--- src/rtl/tick_sequencer.sv ---
// tick_sequencer: run controller issuing rate-divided Enable pulses with optional run length
module tick_sequencer #(
  parameter int CLOCK_FREQUENCY = 500,
  parameter int CNT_W = 4
) (
  input  logic             ClockIn,
  input  logic             Reset,
  input  logic             Start,
  input  logic             Stop,
  input  logic             Pause,
  input  logic [1:0]       Speed,
  input  logic [CNT_W-1:0] TickLimit,
  output logic             Enable,
  output logic [CNT_W-1:0] TickCount,
  output logic             Busy,
  output logic             Done,
  output logic [1:0]       State
);
  localparam int DW = $clog2(4 * CLOCK_FREQUENCY);
  localparam logic [1:0] IDLE = 2'd0, RUN = 2'd1, DONE = 2'd2;
  logic [1:0] state, state_nxt, speed_q;
  logic [CNT_W-1:0] limit_q, count_inc;
  logic [DW-1:0] div;
  logic run, accept, tick, last;
  function automatic logic [DW-1:0] period_m1(input logic [1:0] s);
    return s == 2'd0 ? '0 :
           s == 2'd1 ? DW'(CLOCK_FREQUENCY - 1) :
           s == 2'd2 ? DW'(2 * CLOCK_FREQUENCY - 1) : DW'(4 * CLOCK_FREQUENCY - 1);
  endfunction
  always_comb begin
    run = state == RUN;
    accept = !run && Start && !Stop;
    tick = run && !Stop && !Pause && div == '0;
    count_inc = TickCount + CNT_W'(1);
    last = tick && limit_q != '0 && count_inc == limit_q;
  end
  always_ff @(posedge ClockIn)
    if (Reset) state <= IDLE;
    else state <= state_nxt;
  // state 3 is never produced and falls back to IDLE
  always_comb begin
    state_nxt = run ? (Stop ? IDLE : last ? DONE : RUN) :
                accept ? RUN :
                (state == DONE && !Stop) ? DONE : IDLE;
  end
  always_comb begin
    Busy = run;
    State = state;
  end
  always_ff @(posedge ClockIn)
    if (Reset) begin
      Enable <= 1'b0;
      Done <= 1'b0;
      TickCount <= '0;
      div <= '0;
      speed_q <= '0;
      limit_q <= '0;
    end else begin
      Enable <= tick;
      Done <= last;
      if (accept) begin
        speed_q <= Speed;
        limit_q <= TickLimit;
        div <= period_m1(Speed);
        TickCount <= '0;
      end else if (run && !Stop && !Pause) begin
        div <= div == '0 ? period_m1(speed_q) : div - DW'(1);
        if (tick) TickCount <= count_inc;
      end
    end
endmodule

--- config.mk ---
export PLATFORM = sky130hd
export DESIGN_NAME = tick_sequencer
export DESIGN_NICKNAME = d
export VERILOG_FILES = /design/src/rtl/tick_sequencer.sv
export SDC_FILE = /design/constraint.sdc
export NUM_CORES = 1
export LEC_CHECK = 0
export ABC_AREA = 1
export BUFFER_PORTS_ARGS = -buffer_cell sky130_fd_sc_hd__buf_4
export CAP_MARGIN = 20
export CORE_MARGIN = 1
export CORE_UTILIZATION = 45
export CTS_CLUSTER_DIAMETER = 100
export DETAILED_ROUTE_END_ITERATION = 12
export PLACE_DENSITY = 0.64
export SYNTH_ARGS = -nofsm -noshare
export SYNTH_HDL_FRONTEND = slang
export SYNTH_SLANG_ARGS = --single-unit
--- constraint.sdc ---
create_clock -name ClockIn -period 4.03 [get_ports ClockIn]
set_input_delay 0.806 -clock ClockIn [delete_from_list [all_inputs] [get_ports ClockIn]]
set_output_delay 0.806 -clock ClockIn [all_outputs]
set_load 0.005 [all_outputs]
==> impl_metrics.env <==
export IMPL_cap_violations=0
export IMPL_leakagePower_nw=0.969
export IMPL_cp_startpoint="State[1]"
export IMPL_grt_max_degree=31
export IMPL_cts_root_buf="clkbuf_8"
export IMPL_slew_violations=0
export IMPL_reg2reg_from="div[0]"
export IMPL_via_per_inst=4.81
export IMPL_nets=293
export IMPL_max_slew_margin_rel_pct=73.2
export IMPL_hp_start="limit_q[3]"
export IMPL_mostFrequentLayoutCell="nand2_1"
export IMPL_wl_um=3510
export IMPL_fillers=368
export IMPL_syn_area_per_cell_sq_um=6.71
export IMPL_crit_path_end_kind="output port"
export IMPL_ioPinCount=20
export IMPL_rsz0062_at_grt="no"
export IMPL_grt_pass1_wl_um=6010
export IMPL_critical_path_class="flop to output port"
export IMPL_critPathMaxFanout=3
export IMPL_drive_above_1_share_pct=18.1
export IMPL_antenna_cells=0
export IMPL_antenna_left=0
export IMPL_rows=21
export IMPL_final_cell_mix="nand2_1 (59), inv_1 (37), dfxtp_1 (25)"
export IMPL_wire_per_inst_um=11.1
export IMPL_max_freq_ghz=0.578
export IMPL_power_density_mw_per_mm2=334
export IMPL_postCtsSetupBuffers=0
export IMPL_vias=1521
export IMPL_holdBufCountCts=0
export IMPL_finalHoldViolCount=0
export IMPL_synthCells=251
export IMPL_core_area_sq_mm=0.00347
export IMPL_finalSetupViolations=0
export IMPL_start_util_pct=48.6
export IMPL_fin_worst_skew_ns=0.00294
export IMPL_yosysSeqAreaShare_pct=29.7
export IMPL_worstSetupStartpointType="flop"
export IMPL_crit_required_ns=3.22
export IMPL_clk_latency_ns=0.27
export IMPL_drt_initial_drc_count=86
export IMPL_gp_routability_congestion=0.871
export IMPL_syn_to_final_growth_pct=13.1
export IMPL_yosys_area_top_type_share_pct=29.7
export IMPL_cts_buffers=3
export IMPL_ir_drop_mv=0.249
export IMPL_syn_num_nets=273
export IMPL_hpwl_um=2720
export IMPL_yosys_most_used_dff="dfxtp_1"
export IMPL_grt_pass1_vias=1335
export IMPL_yosys_warnings=0
export IMPL_cts_repair_resized=0
export IMPL_synth_edf_count=0
export IMPL_critPathArrivalTime_ns=0.93
export IMPL_antenna_found_initial=0
export IMPL_min_path_type="flop to flop"
export IMPL_ys_top_cells_by_area="dfxtp_1 (30%), nand2_1 (13%), inv_1 (8.2%)"
export IMPL_cts_tree="done"
export IMPL_overflow=0
export IMPL_h_tree_depth=1
export IMPL_period_minus_slack_ns=1.73
export IMPL_drc=0
export IMPL_path_clk_slew_ns=0.08
export IMPL_finalSetupTns_ns=0
export IMPL_synth_ff_latch_count=25
export IMPL_outcome="completed"
export IMPL_fp_dieW_um=63.2
export IMPL_io_buffer_count=19
export IMPL_worst_slew_pin_slew_ns=0.402
export IMPL_cts_buffer_depth=2
export IMPL_cts_sinks=25
export IMPL_period_share_pct=43.0
export IMPL_dr_pass1_iters=5
export IMPL_yosysUniqueCellTypes=29
export IMPL_async_flop_share_pct=0
export IMPL_die_h_um=63.2
export IMPL_synth_top_area_cell="dfxtp_1"
export IMPL_power_mw=0.636
export IMPL_grtUsageTotal_pct=19.1
export IMPL_dieArea_sq_mm=0.00399
export IMPL_netlist_area_sq_mm=0.00169
-- sequential cells by signal, summed over array words and instances, names as in the netlist --
signal / cells
div: 11
TickCount: 4
limit_q: 4
State: 2
speed_q: 2
Done: 1
Enable: 1
-- stage by stage --
stage / cell area [sq um] / hold slack, ns / cells / utilization, % / setup slack [ns]
floorplan: 1690 / 0.463 / 251 / - / 2.45
global placement: 1850 / 0.497 / 311 / 53.2 / 1.38
detailed placement: 1850 / 0.500 / 311 / 53.2 / 1.32
CTS: 1890 / 0.514 / 315 / 54.5 / 1.60
global route: 1910 / 0.541 / 316 / 54.9 / 2.24
finish: 1910 / 0.520 / 316 / 54.9 / 2.30
-- cell type report --
| type | count | area, sq um | share of cell area, % |
|---|---|---|---|
| Inverter | 40 | 153 | 8.01 |
| Timing Repair Buffer | 20 | 158 | 8.27 |
| Sequential cell | 25 | 500 | 26.3 |
| Multi-Input combinational cell | 181 | 992 | 52.1 |
| Clock buffer | 4 | 45.0 | 2.36 |
| Tap cell | 46 | 57.6 | 3.02 |
-- routing by layer --
layer  GRT usage (%)  vias to the layer above  part of all wire, %
met2            28.9                       34                   42
met5               0                        -                    0
met3            4.53                        5                  5.2
li1                -                      829                    -
met4            5.11                        0                  1.0
met1            26.7                      653                   52
-- cells by family (layout without fill, tap and decap cells) --
group / after synthesis / count (layout) / synth area share, %
AO/OA/AOI/OAI: 50 / 50 / 16.2
buffers and inverters: 45 / 64 / 11.4
AND/OR/NAND/NOR: 118 / 118 / 33.5
XOR/XNOR: 2 / 2 / 1.04
flip-flops: 25 / 25 / 29.7
adder cells (fa/ha/maj): 11 / 11 / 8.17
-- synth_stat cells, drive strengths merged, types with 2 or more instances --
library cell,instances
nand2,64
inv,40
nor2,29
o21ai,27
dfxtp,25
a21oi,22
nand3,20
ha,11
buf,3
clkbuf,2
nor3,2
xor2,2
-- where the power goes --
| group | switching, mW | internal, mW |
|---|---|---|
| combinational | 0.130 | 0.0783 |
| clock | 0.0768 | 0.0707 |
| sequential | 0.0175 | 0.263 |
| total | 0.224 | 0.412 |
-- worst max-delay path: stages, from the launching register on --
cell and delay [ns]:
dfxtp_1 0.33, inv_1 0.05, nand2_1 0.10, inv_1 0.05, buf_4 0.12
-- path summary, 6_finish.rpt --
check	endpoint	cells after the start	slack, ns
worst max-delay path	Busy	4	2.30
worst min-delay path	limit_q[3]	2	0.52
worst max register to register	div[0]	7	2.47
worst min register to register	limit_q[3]	2	0.52
(Power assumes the default switching activity.)
